==> config.mk <==
export PLATFORM = sky130hd
export DESIGN_NAME = muldiv_ctrl
export DESIGN_NICKNAME = d
export VERILOG_FILES = /design/src/rtl/muldiv_ctrl.sv
export SDC_FILE = /design/constraint.sdc
export NUM_CORES = 1
export LEC_CHECK = 0
export ABC_AREA = 1
export CORE_ASPECT_RATIO = 0.8
export CORE_MARGIN = 1
export CORE_UTILIZATION = 33
export DETAILED_ROUTE_END_ITERATION = 7
export GPL_TIMING_DRIVEN = 0
export MAX_ROUTING_LAYER = met4
export PLACE_DENSITY = 0.47
export REMOVE_ABC_BUFFERS = 1
export SLEW_MARGIN = 10
export SYNTH_ARGS = -nofsm -noshare
export SYNTH_HDL_FRONTEND = slang
export SYNTH_SLANG_ARGS = --single-unit
==> constraint.sdc <==
create_clock -name clk -period 2.5 [get_ports clk]
set_clock_uncertainty 0.15 [all_clocks]
set_input_delay 0.25 -clock clk [delete_from_list [all_inputs] [get_ports clk]]
set_output_delay 0.25 -clock clk [all_outputs]
set_load 0.01 [all_outputs]
==> src/rtl/muldiv_ctrl.sv <==
// muldiv_ctrl: multi-cycle sequencer for the RV32M multiply/divide ops.
// It runs a shift-add multiplier or a restoring divider at one bit per cycle.
// It holds busy high until it pulses done with the registered result.
// Optional build macro: MULDIV_ZERO_SKIP_EN. When it is defined, a multiply with
// a zero operand returns 0 through the one-cycle special-case path.
module muldiv_ctrl #(
    parameter int unsigned XLEN = 32
) (
    input  logic            clk,
    input  logic            rst,
    input  logic            start,
    input  logic [2:0]      funct3,
    input  logic [XLEN-1:0] op1,
    input  logic [XLEN-1:0] op2,
    input  logic            flush,
    output logic            busy,
    output logic            done,
    output logic [XLEN-1:0] result
);

    localparam int unsigned CntW = $clog2(XLEN) + 1;
    localparam logic [XLEN-1:0] MinNeg = {1'b1, {(XLEN-1){1'b0}}};

    typedef enum logic [1:0] {StIdle, StCalc, StFix, StDone} state_e;

    state_e          state_q;
    logic [CntW-1:0] cnt_q;
    logic [2:0]      op_q;
    logic            neg_q;
    logic [XLEN-1:0] a_q;      // multiplicand or divisor magnitude
    logic [XLEN-1:0] hi_q;     // product upper half or partial remainder
    logic [XLEN-1:0] lo_q;     // multiplier / product lower half, or quotient
    logic            done_q;
    logic [XLEN-1:0] result_q;

    logic            is_div;
    logic            sgn1;
    logic            sgn2;
    logic            s1;
    logic            s2;
    logic            neg_new;
    logic [XLEN-1:0] mag1;
    logic [XLEN-1:0] mag2;
    logic            special;
    logic [XLEN-1:0] special_res;

    // Decode the incoming request: operand magnitudes, result sign, short-cut cases.
    always_comb begin
        is_div      = funct3[2];
        sgn1        = (funct3 == 3'd1) || (funct3 == 3'd2) || (funct3 == 3'd4) ||
                      (funct3 == 3'd6);
        sgn2        = (funct3 == 3'd1) || (funct3 == 3'd4) || (funct3 == 3'd6);
        s1          = sgn1 & op1[XLEN-1];
        s2          = sgn2 & op2[XLEN-1];
        mag1        = s1 ? -op1 : op1;
        mag2        = s2 ? -op2 : op2;
        // The remainder takes the dividend's sign. Every other result takes s1^s2.
        neg_new     = (is_div && funct3[1]) ? s1 : (s1 ^ s2);
        special     = 1'b0;
        special_res = '0;
        if (is_div && (op2 == '0)) begin
            special     = 1'b1;
            special_res = funct3[1] ? op1 : '1;
        end else if (is_div && !funct3[0] && (op1 == MinNeg) && (op2 == '1)) begin
            special     = 1'b1;
            special_res = funct3[1] ? '0 : MinNeg;
        end
`ifdef MULDIV_ZERO_SKIP_EN
        else if (!is_div && ((op1 == '0) || (op2 == '0))) begin
            special     = 1'b1;
            special_res = '0;
        end
`endif
    end

    logic [XLEN:0]   mul_sum;
    logic [XLEN:0]   div_shift;
    logic [XLEN-1:0] div_diff;
    logic            div_ge;
    logic [XLEN-1:0] hi_step;
    logic [XLEN-1:0] lo_step;

    // One iteration step of the multiplier or the restoring divider.
    always_comb begin
        mul_sum   = {1'b0, hi_q} + {1'b0, (lo_q[0] ? a_q : {XLEN{1'b0}})};
        div_shift = {hi_q, lo_q[XLEN-1]};
        div_ge    = div_shift >= {1'b0, a_q};
        // The difference is below the divisor when used, so XLEN bits are enough.
        div_diff  = div_shift[XLEN-1:0] - a_q;
        if (op_q[2]) begin
            hi_step = div_ge ? div_diff : div_shift[XLEN-1:0];
            lo_step = {lo_q[XLEN-2:0], div_ge};
        end else begin
            hi_step = mul_sum[XLEN:1];
            lo_step = {mul_sum[0], lo_q[XLEN-1:1]};
        end
    end

    logic [2*XLEN-1:0] prod;
    logic [2*XLEN-1:0] prod_fix;
    logic [XLEN-1:0]   quo_fix;
    logic [XLEN-1:0]   rem_fix;
    logic [XLEN-1:0]   fix_res;

    // Sign correction and selection of the output word.
    always_comb begin
        prod     = {hi_q, lo_q};
        prod_fix = neg_q ? -prod : prod;
        quo_fix  = neg_q ? -lo_q : lo_q;
        rem_fix  = neg_q ? -hi_q : hi_q;
        case (op_q)
            3'd0:                fix_res = prod_fix[XLEN-1:0];
            3'd1, 3'd2, 3'd3:    fix_res = prod_fix[2*XLEN-1:XLEN];
            3'd4, 3'd5:          fix_res = quo_fix;
            default:             fix_res = rem_fix;
        endcase
    end

    // Sequencer: accept a request, iterate, correct the sign, then pulse done.
    always_ff @(posedge clk) begin
        if (rst) begin
            state_q  <= StIdle;
            cnt_q    <= '0;
            op_q     <= '0;
            neg_q    <= 1'b0;
            a_q      <= '0;
            hi_q     <= '0;
            lo_q     <= '0;
            done_q   <= 1'b0;
            result_q <= '0;
        end else if (flush) begin
            state_q <= StIdle;
            done_q  <= 1'b0;
        end else begin
            done_q <= 1'b0;
            case (state_q)
                StIdle: begin
                    if (start) begin
                        op_q  <= funct3;
                        neg_q <= neg_new;
                        cnt_q <= CntW'(XLEN);
                        if (special) begin
                            result_q <= special_res;
                            done_q   <= 1'b1;
                            state_q  <= StDone;
                        end else begin
                            a_q     <= is_div ? mag2 : mag1;
                            hi_q    <= '0;
                            lo_q    <= is_div ? mag1 : mag2;
                            state_q <= StCalc;
                        end
                    end
                end
                StCalc: begin
                    hi_q  <= hi_step;
                    lo_q  <= lo_step;
                    cnt_q <= cnt_q - CntW'(1);
                    if (cnt_q == CntW'(1)) begin
                        state_q <= StFix;
                    end
                end
                StFix: begin
                    result_q <= fix_res;
                    done_q   <= 1'b1;
                    state_q  <= StDone;
                end
                StDone: begin
                    state_q <= StIdle;
                end
                default: begin
                    state_q <= StIdle;
                end
            endcase
        end
    end

    // The stall goes high in the accept cycle itself so that the issuing instruction holds.
    always_comb begin
        busy = ((state_q == StIdle) && start) || (state_q == StCalc) || (state_q == StFix);
    end

    assign done   = done_q;
    assign result = result_q;

endmodule

==> impl_metrics.json <==
{
  "status": "complete, but fails checks",
  "violated_checks": "negative setup slack",
  "total_leakage_power_nw": 12.1,
  "timing.critical_path.fanout_max": 7,
  "post_synthesis_sequential_element_count": 141,
  "drv_cap": 0,
  "drt-wirelength-per-cell_um": 25.1,
  "layout_common_cells": "sky130_fd_sc_hd__nand2_1, sky130_fd_sc_hd__nor2_1, sky130_fd_sc_hd__inv_1, sky130_fd_sc_hd__nand3_1, sky130_fd_sc_hd__a21oi_1",
  "fin_crit_sh_pct": 104,
  "multi_input_area_mm2": 0.0167,
  "yosys_most_used_dff": "sky130_fd_sc_hd__dfxtp_1",
  "synthesis.instances": 3443,
  "synth_area_leaders": "sky130_fd_sc_hd__nand2_1, sky130_fd_sc_hd__dfxtp_1, sky130_fd_sc_hd__nor2_1",
  "crit_required_ns": 2.78,
  "grt_antenna_before_repair": 0,
  "crit_path_cell_trace": "buf_8 > buf_12 > clkinv_8 > ha_4 > nand3_4 > nor2_4 > nand2_4 > o21ai_4 > buf_6 > nand3_2 > nand2_2 > nand3_2 > a21oi_4 > nor2_4 > nor2_2",
  "internal-power_mw": 5.23,
  "root_buffer_cell": "sky130_fd_sc_hd__clkbuf_16",
  "routed-via-count": 25300,
  "power_switching_share_pct": 47.3,
  "track_usage_pct": 38.6,
  "kind_of_cell_with_the_highest_combined_delay_on_the_critical_path": "simple AND/OR/NAND/NOR gates",
  "dp_hpwl_mm": 76.1,
  "cts.path.max_buffers": 2,
  "tritoncts": "built",
  "cts_made_buffers": 17,
  "clk_latency_ns": 0.50,
  "port_buffers": 104,
  "final_sum_of_negative_setup_slack_ns": -1.10,
  "final_period_minus_worst_setup_slack_ns": 2.60,
  "grt_pass1_vias": 22000,
  "hp-class": "in2reg",
  "fraction_of_registers_with_async_set_reset_pct": 0,
  "width_of_the_die_um": 264,
  "finalHoldViolCount": 0,
  "p_clk_share_pct": 27.0,
  "grt_first_pass_wirelength_mm": 153,
  "synth.yosys.seq_area_share_pct": 15.5,
  "criticalPathCategory": "reg2reg",
  "layout-drive-gt1-share_pct": 27.2,
  "fin_nets": 3826,
  "power.share.combinational_pct": 47.6,
  "cp_data_arrival_time_ns": 2.89,
  "floorplan.initialDensity_pct": 33.6,
  "cp-end-kind": "register",
  "yosys.cell_types.count": 55,
  "layout_commonest_cell": "sky130_fd_sc_hd__nand2_1",
  "detailedRoute.firstPassIterationCount": 7,
  "place.gp.congestion": 1.02,
  "critPathLaunchType": "register",
  "irDropWorstVdd_mv": 0.404,
  "core_region_area_mm2": 0.0541,
  "synthesis.area_mm2": 0.0182,
  "slew_violations": 0,
  "grt_start_max_net_pins": 74,
  "remaining_drc_errors": 0,
  "max_slew_margin_pct": 56.5,
  "cts.reportedPaths.clkPinSlew_ns": 0.08,
  "sequential_share_of_power_pct": 25.4,
  "die_area_mm2": 0.0561,
  "drt_wl_total_mm": 110,
  "die_height_um": 212,
  "fillCellCount": 5583,
  "count_of_flip_flops_with_a_built_in_enable_after_synthesis": 0,
  "p_per_area_mw_per_mm2": 377,
  "detail_route.vias_per_cell": 5.77,
  "antenna_violating_nets_post_route": 0,
  "overflow": 0,
  "worst-slew-pin-transition_ns": 0.650,
  "final-seq-area_mm2": 0.00304,
  "netSwitchingPower_mw": 4.70,
  "ys_warn_count": 0,
  "max_freq_mhz": 384,
  "placement_rows": 76,
  "synth.largest_area_cell": "sky130_fd_sc_hd__nand2_1",
  "cp_slowest_cell": "sky130_fd_sc_hd__dfxtp_4",
  "setup_violations": 30,
  "area.growth.synth_to_final_pct": 44.9,
  "diodes": 0,
  "numClockSinks": 141,
  "post_synth.cell_area_avg_um2": 5.28,
  "boundaryPins": 105,
  "place_ws_ns": -2.30,
  "cts_max_level": 4,
  "power_mw": 9.93,
  "critical_path.n_buffers_inverters": 4,
  "drt_first_iter_violations": 3213,
  "fin_ws_ns": -0.105,
  "worst_hold_slack_ns": 0.124,
  "unrepaired_setup_endpoints_after_global_routing": "yes",
  "area_share_of_the_largest_cell_type_after_synthesis_pct": 20.8,
  "critPathMaxStageDelay_ns": 0.36
}
worst paths after layout:
| kind | start | end | slack, ns | cells after the start |
|---|---|---|---|---|
| worst max-delay path | lo_q[0] | result[4] | -0.10 | 15 |
| worst min-delay path | op1[31] | a_q[31] | 0.12 | 3 |
| worst min register to register | result[30] | result[30] | 0.33 | 2 |
| worst max register to register | lo_q[0] | result[4] | -0.10 | 15 |
per-layer routing:
| metal | part of all wire [%] | vias up | GRT usage [%] |
|---|---|---|---|
| met1 | 45 | 12100 | 56.8 |
| met3 | 13 | 181 | 9.57 |
| met2 | 38 | 1424 | 49.8 |
| li1 | - | 11600 | - |
| met4 | 3.9 | 0 | 12.8 |
| met5 | 0 | - | - |
power groups by stage:
stage | combinational, mW | sequential [mW] | clock, mW
4_1_cts | 4.06 | 2.52 | 2.72
2_1_floorplan | 1.96 | 2.54 | 0
3_3_place_gp | 3.17 | 2.66 | 0
5_1_grt | 4.99 | 2.53 | 2.80
3_5_place_dp | 3.25 | 2.62 | 0
6_report | 4.72 | 2.52 | 2.69
area by class of cell:
class	count	share of cell area, %
Clock buffer	17	1.61
Clock inverter	15	0.527
Inverter	443	6.97
Multi-Input combinational cell	2753	63.4
Sequential cell	141	11.5
Tap cell	702	3.33
Timing Repair Buffer	317	12.3
Timing Repair inverter	6	0.313
per-stage QoR:
stage / cell area [um2] / instances / utilization, %
4_1_cts: 23700 / 4308 / 43.8
6_report: 26400 / 4394 / 48.7
5_1_grt: 26400 / 4394 / 48.7
2_1_floorplan: 17600 / 3319 / -
3_5_place_dp: 19800 / 4135 / 36.5
3_3_place_gp: 19500 / 4125 / 36.0
cell usage after synthesis (all sizes together), types with 10 or more instances:
cell type	count
nand2	1025
a31oi	14
ha	74
nor3	48
nand3b	23
nand3	314
clkbuf	67
inv	440
dfxtp	141
nand4	42
buf	57
nor2	527
a21oi	264
xor2	59
o21bai	10
o211ai	10
o21ai	279
sequential cells by signal, summed over array words and instances, names as in the netlist:
name	cells
state_q	2
a_q	32
done	1
result	32
op_q	3
cnt_q	6
lo_q	32
hi_q	32
neg_q	1
repair_timing:
item                                   CTS  global route
cloned                                  25             6
pin swaps                               75           200
setup endpoints to repair              137           115
resized for setup                      541           533
hold buffers                             2             0
endpoints found under the hold margin   15             0
setup buffers                          114            81
kinds of logic (layout without fill, tap and decap cells):
| family | Yosys count | in the layout | share of synthesized area, % |
|---|---|---|---|
| AOI/OAI and AO/OA | 598 | 601 | 17.4 |
| xor gates and xnor gates | 64 | 64 | 3.08 |
| adders and majority gates | 76 | 76 | 5.31 |
| buffers and inverters | 567 | 798 | 12.5 |
| DFF | 141 | 141 | 15.5 |
| and+or+nand+nor | 1997 | 2012 | 46.3 |
tightest hold or removal path, stage by stage:
cell and delay [ns]:
sky130_fd_sc_hd__dlymetal6s2s_1 0.21, sky130_fd_sc_hd__a31oi_1 0.20, sky130_fd_sc_hd__a21oi_1 0.06
No activity file was read; power rests on OpenSTA's default activity.
